==> src/rtl/fetch_stage.sv <==
`default_nettype none
// ============================================================================
//  Module      : fetch_stage
//  Description : Instruction fetch stage and IF/ID pipeline register for the
//                pipelined RV32I core. Owns the fetch PC, selects the next PC
//                (sequential or execute-stage redirect), applies stall/flush
//                control to the IF/ID register and counts instructions that
//                reach decode as valid.
//
//  Ports
//    clk          : core clock, all state updates on the rising edge
//    rst          : synchronous active-high reset
//    stall_f      : hazard unit hold request for PC and IF/ID
//    pc_src_e     : execute-stage redirect (taken branch / jump)
//    pc_target_e  : execute-stage redirect target
//    imem_addr    : instruction memory address (equals the fetch PC)
//    imem_rdata   : instruction memory read data, valid same cycle
//    instr_d      : registered instruction presented to decode
//    opcode_d     : instr_d[6:0]
//    func3_d      : instr_d[14:12]
//    pc_d         : PC of instr_d
//    pc_plus4_d   : pc_d + 4 (link value for JAL/JALR)
//    valid_d      : instr_d is a real instruction (0 = bubble)
//    misalign_d   : last redirect target had nonzero bits [1:0]
//    fetch_count  : number of valid instructions loaded into IF/ID
//
//  Revision    : 1.0 - initial release
// ============================================================================
module fetch_stage #(
    parameter int               XLEN      = 32,
    parameter logic [XLEN-1:0]  RESET_PC  = '0,
    parameter logic [31:0]      NOP_INSTR = 32'h0000_0013
) (
    input  logic            clk,
    input  logic            rst,
    input  logic            stall_f,
    input  logic            pc_src_e,
    input  logic [XLEN-1:0] pc_target_e,
    output logic [XLEN-1:0] imem_addr,
    input  logic [31:0]     imem_rdata,
    output logic [31:0]     instr_d,
    output logic [6:0]      opcode_d,
    output logic [2:0]      func3_d,
    output logic [XLEN-1:0] pc_d,
    output logic [XLEN-1:0] pc_plus4_d,
    output logic            valid_d,
    output logic            misalign_d,
    output logic [31:0]     fetch_count
);

    localparam logic [XLEN-1:0] c_PC_INC = XLEN'(4);

    // ------------------------------------------------------------------------
    // State
    // ------------------------------------------------------------------------
    logic [XLEN-1:0] r_pc_f;
    logic [31:0]     r_instr_d;
    logic [XLEN-1:0] r_pc_d;
    logic [XLEN-1:0] r_pc_plus4_d;
    logic            r_valid_d;
    logic            r_misalign_d;
    logic [31:0]     r_fetch_count;

    // ------------------------------------------------------------------------
    // Combinational helpers
    // ------------------------------------------------------------------------
    logic [XLEN-1:0] w_pc_plus4_f;
    logic [XLEN-1:0] w_redirect_pc;
    logic            w_target_misaligned;
    logic            w_advance;

    // Sequential PC wraps modulo 2^XLEN by construction of the adder width.
    assign w_pc_plus4_f        = r_pc_f + c_PC_INC;

    // Redirect targets are forced word-aligned; the dropped low bits are
    // reported through misalign_d rather than being fetched from.
    assign w_redirect_pc       = {pc_target_e[XLEN-1:2], 2'b00};
    assign w_target_misaligned = |pc_target_e[1:0];

    // A redirect outranks a stall: the stalled instruction is on a wrong
    // path anyway once execute resolves a taken branch or jump.
    assign w_advance           = !pc_src_e && !stall_f;

    // ------------------------------------------------------------------------
    // Fetch PC
    // ------------------------------------------------------------------------
    always_ff @(posedge clk) begin
        if (rst) begin
            r_pc_f <= RESET_PC;
        end else if (pc_src_e) begin
            r_pc_f <= w_redirect_pc;
        end else if (!stall_f) begin
            r_pc_f <= w_pc_plus4_f;
        end
    end

    // ------------------------------------------------------------------------
    // IF/ID pipeline register
    //   Redirect flushes to a bubble; the instruction fetched during the
    //   redirect cycle belongs to the wrong path and is discarded, so the
    //   first target instruction arrives in decode two edges later.
    // ------------------------------------------------------------------------
    always_ff @(posedge clk) begin
        if (rst) begin
            r_instr_d    <= NOP_INSTR;
            r_pc_d       <= '0;
            r_pc_plus4_d <= '0;
            r_valid_d    <= 1'b0;
        end else if (pc_src_e) begin
            r_instr_d    <= NOP_INSTR;
            r_pc_d       <= '0;
            r_pc_plus4_d <= '0;
            r_valid_d    <= 1'b0;
        end else if (!stall_f) begin
            r_instr_d    <= imem_rdata;
            r_pc_d       <= r_pc_f;
            r_pc_plus4_d <= w_pc_plus4_f;
            r_valid_d    <= 1'b1;
        end
    end

    // ------------------------------------------------------------------------
    // Misalignment flag
    //   Raised by the redirect edge only, held across stalls so the hazard
    //   logic cannot make it disappear, cleared by the next advancing edge.
    // ------------------------------------------------------------------------
    always_ff @(posedge clk) begin
        if (rst) begin
            r_misalign_d <= 1'b0;
        end else if (pc_src_e) begin
            r_misalign_d <= w_target_misaligned;
        end else if (!stall_f) begin
            r_misalign_d <= 1'b0;
        end
    end

    // ------------------------------------------------------------------------
    // Fetched-instruction counter
    //   Counts only edges that load a valid instruction into IF/ID; wraps
    //   naturally at 2^32.
    // ------------------------------------------------------------------------
    always_ff @(posedge clk) begin
        if (rst) begin
            r_fetch_count <= '0;
        end else if (w_advance) begin
            r_fetch_count <= r_fetch_count + 32'd1;
        end
    end

    // ------------------------------------------------------------------------
    // Outputs (all register-driven; no path from imem_rdata to any output)
    // ------------------------------------------------------------------------
    assign imem_addr   = r_pc_f;
    assign instr_d     = r_instr_d;
    assign opcode_d    = r_instr_d[6:0];
    assign func3_d     = r_instr_d[14:12];
    assign pc_d        = r_pc_d;
    assign pc_plus4_d  = r_pc_plus4_d;
    assign valid_d     = r_valid_d;
    assign misalign_d  = r_misalign_d;
    assign fetch_count = r_fetch_count;

endmodule
`default_nettype wire
==> config.mk <==
export PLATFORM = sky130hd
export DESIGN_NAME = fetch_stage
export DESIGN_NICKNAME = d
export VERILOG_FILES = /design/src/rtl/fetch_stage.sv
export SDC_FILE = /design/constraint.sdc
export NUM_CORES = 1
export LEC_CHECK = 0
export BUFFER_PORTS_ARGS = -buffer_cell sky130_fd_sc_hd__buf_2
export CAP_MARGIN = 20
export CORE_ASPECT_RATIO = 1.5
export CORE_UTILIZATION = 30
export DETAILED_ROUTE_END_ITERATION = 10
export PLACE_DENSITY = 0.51
export SYNTH_ARGS = -nofsm -noshare
export SYNTH_HDL_FRONTEND = slang
export SYNTH_SLANG_ARGS = --single-unit
==> constraint.sdc <==
create_clock -name clk -period 3.01 [get_ports clk]
set_clock_uncertainty 0.2 [all_clocks]
set_input_delay 0.301 -clock clk [delete_from_list [all_inputs] [get_ports clk]]
set_output_delay 0.301 -clock clk [all_outputs]
set_load 0.01 [all_outputs]
==> results.json <==
{
  "netlist_area_um2": 6860,
  "finalCriticalPeriod_ns": 2.61,
  "status": "finished, violations left",
  "syn_area_per_cell_um2": 8.91,
  "synth_warnings": 0,
  "wl_per_cell_um": 15.6,
  "vdd_drop_max_mv": 0.382,
  "crit_slowest_cell": "or4_4",
  "worstSetupEndpointType": "register",
  "clk_pin_slew_ns": 0.07,
  "postSynthCellCount": 770,
  "dp.final_hpwl_mm": 14.7,
  "die-area_um2": 23500,
  "powerDensity_nw_per_um2": 513,
  "clk_path_buf_depth": 2,
  "hold_viol_final": 0,
  "drtIter0Drc": 368,
  "synth_top_area_share_pct": 45.5,
  "cp_num_buf_inv": 0,
  "start_util_pct": 30.6,
  "mostFrequentLayoutCells": "232 x buf_2, 156 x dfxtp_1, 138 x nor2_1, 66 x mux2i_1, 61 x dlygate4sd3_1",
  "ctsHtreeMaxLevel": 4,
  "rsz0062_at_grt": "no",
  "cts_tree": "built",
  "finalSetupViolCount": 0,
  "synth_edf_count": 0,
  "max-cap-violations": 0,
  "fin_setup_tns_ns": 0,
  "drc": 26,
  "tightest_slew_ns": 0.674,
  "max_stage_delay_ns": 0.55,
  "synth.distinct_cells": 41,
  "antenna_found_initial": 0,
  "cp_cell_sequence": "ha_1 > nand4_4 > or3_1 > or4_4 > xor2_1 > a211oi_2",
  "grt_use_met1_pct": 19.8,
  "die_x_um": 125,
  "synth_area_leader_cell": "dfxtp_1",
  "dpl_cell_area_um2": 8210,
  "busiest_layer": "met2",
  "ys_ff_latch": 156,
  "num_vias": 6232,
  "cts.sinks": 156,
  "clockRootBuffer": "clkbuf_16",
  "core_area_um2": 22400,
  "violations": "design-rule violations",
  "dieHeight_um": 187,
  "ys_top_cells_by_area": "dfxtp_1 46%, mux2i_1 9.6%, nor2_1 7.6%",
  "power_mw": 4.82,
  "synthArstFlopShare_pct": 0,
  "syn_to_final_growth_pct": 36.9,
  "start_kind": "register",
  "viasPerCell": 4.70,
  "dr.pass1.iters": 8,
  "io_pins": 240,
  "final_layout_size_suffix_gt1_share_pct": 28.6,
  "wl_mm": 20.6,
  "diodes": 0,
  "crit_arrival_ns": 2.76,
  "synth_ff_type": "dfxtp_1",
  "use_met2_pct": 32.7,
  "fin_nets": 1107,
  "gr-total-overflow": 0,
  "required_ns": 3.16,
  "max_freq_mhz": 383,
  "cts_resized": 0,
  "leakage_nw": 4.26,
  "place.gp.congestion": 0.795,
  "use_met3_pct": 4.72,
  "relSlewSlack_pct": 55.1,
  "post-route-period-util_pct": 86.7,
  "postLayoutCellArea_um2": 9390,
  "portBuffers": 233,
  "grt_max_degree": 51,
  "grt_pass1_vias": 5821,
  "place_ws_ns": 0.418,
  "num_rows": 67,
  "cts_made_buffers": 17,
  "drv_slew": 0,
  "track_usage_pct": 17.8,
  "cp_top_family": "simple AND/OR/NAND/NOR gates",
  "clkLatencyLatePin_ns": 0.43,
  "yosysSeqAreaShare_pct": 45.5,
  "grt_pass1_wl_mm": 32.3,
  "hp-class": "input port to register",
  "cp_max_fo": 8,
  "worst_slack_ns": 0.399,
  "layout_commonest_cell": "buf_2",
  "drtAntennaViolNets": 0,
  "crit_type": "register to register"
}
-- per-stage QoR --
step	instances	hold slack [ns]	util (%)
detailed placement	1233	0.237	36.7
global route	1325	0.0151	41.9
floorplan	775	0.226	-
finish	1325	0.0169	41.9
global placement	1233	0.232	36.7
CTS	1325	0.00107	41.9
-- sequential cells by signal, indices dropped and copies added (netlist names) --
name	count
instr_d	32
fetch_count	32
valid_d	1
imem_addr	30
pc_plus4_d	30
pc_d	30
misalign_d	1
-- worst paths after layout --
| check | startpoint | endpoint | slack (ns) | depth (start not counted) |
|---|---|---|---|---|
| min reg2reg | valid_d$_SDFFE_PP0N_ | valid_d$_SDFFE_PP0N_ | 0.25 | 2 |
| min | pc_target_e[8] | imem_addr[8]$_SDFFE_PP0P_ | 0.02 | 3 |
| max | imem_addr[2]$_SDFFE_PP0P_ | imem_addr[20]$_SDFFE_PP0P_ | 0.40 | 6 |
| max reg2reg | imem_addr[2]$_SDFFE_PP0P_ | imem_addr[20]$_SDFFE_PP0P_ | 0.40 | 6 |
-- power breakdown --
part	switching (mW)	internal (mW)
clock network	0.872	1.23
logic	0.267	0.240
registers	0.0744	2.13
total	1.21	3.61
-- worst reg2reg max path, cell delays in order, from the launching register on --
cell and delay (ns):
dfxtp_1 0.43, ha_1 0.31, nand4_4 0.15, or3_1 0.52, or4_4 0.55, xor2_1 0.16
a211oi_2 0.21
-- logic make-up (layout without fill, tap and decap cells) --
| kind of cell | Yosys count | in the layout | share of synthesized area (%) |
|---|---|---|---|
| and+or+nand+nor | 289 | 289 | 20.4 |
| DFF | 156 | 156 | 45.5 |
| AOI/OAI and AO/OA | 86 | 86 | 7.24 |
| xor gates and xnor gates | 85 | 85 | 10.9 |
| buffers and inverters | 85 | 359 | 5.93 |
| muxes | 66 | 66 | 9.63 |
| adders and majority gates | 2 | 2 | 0.365 |
| other | 1 | 6 | 0.0547 |
-- cells in the mapped netlist, types with 2 or more instances --
cell type,instances
ha_1,2
and4_1,7
and2_1,3
nor4_1,9
nand3_1,28
dfxtp_1,156
buf_2,9
mux2i_1,66
a211oi_1,18
o21ai_0,23
buf_1,3
xnor2_1,31
nor2_1,138
and3_1,8
xor2_1,54
nor2b_1,3
nand2_1,34
buf_4,19
clkbuf_1,39
o21a_1,2
clkbuf_2,4
nand4_1,25
or3_1,3
nand4_2,2
or2_2,5
inv_1,10
a21oi_1,40
nor3_1,16
-- layout make-up --
type / count / area [µm²]
fillers: 2291 / 13000
multi-input cells: 534 / 3350
flip-flops and latches: 156 / 3120
repair buffers: 317 / 1960
clock buffers: 20 / 447
well taps: 276 / 345
clock inverters: 11 / 120
inverters: 11 / 41.3
-- per-layer routing --
metal | part of all wire, % | wire length, µm
met2 | 53 | 10900
met3 | 6.7 | 1380
met1 | 40 | 8190
met5 | 0 | 0
met4 | 0.88 | 181
-- repair_timing --
item                      4_1_cts  5_1_grt
hold endpoints to repair       60        0
setup buffers                   0        0
hold buffers                   61        0
No activity file was read; power rests on OpenSTA's default activity.
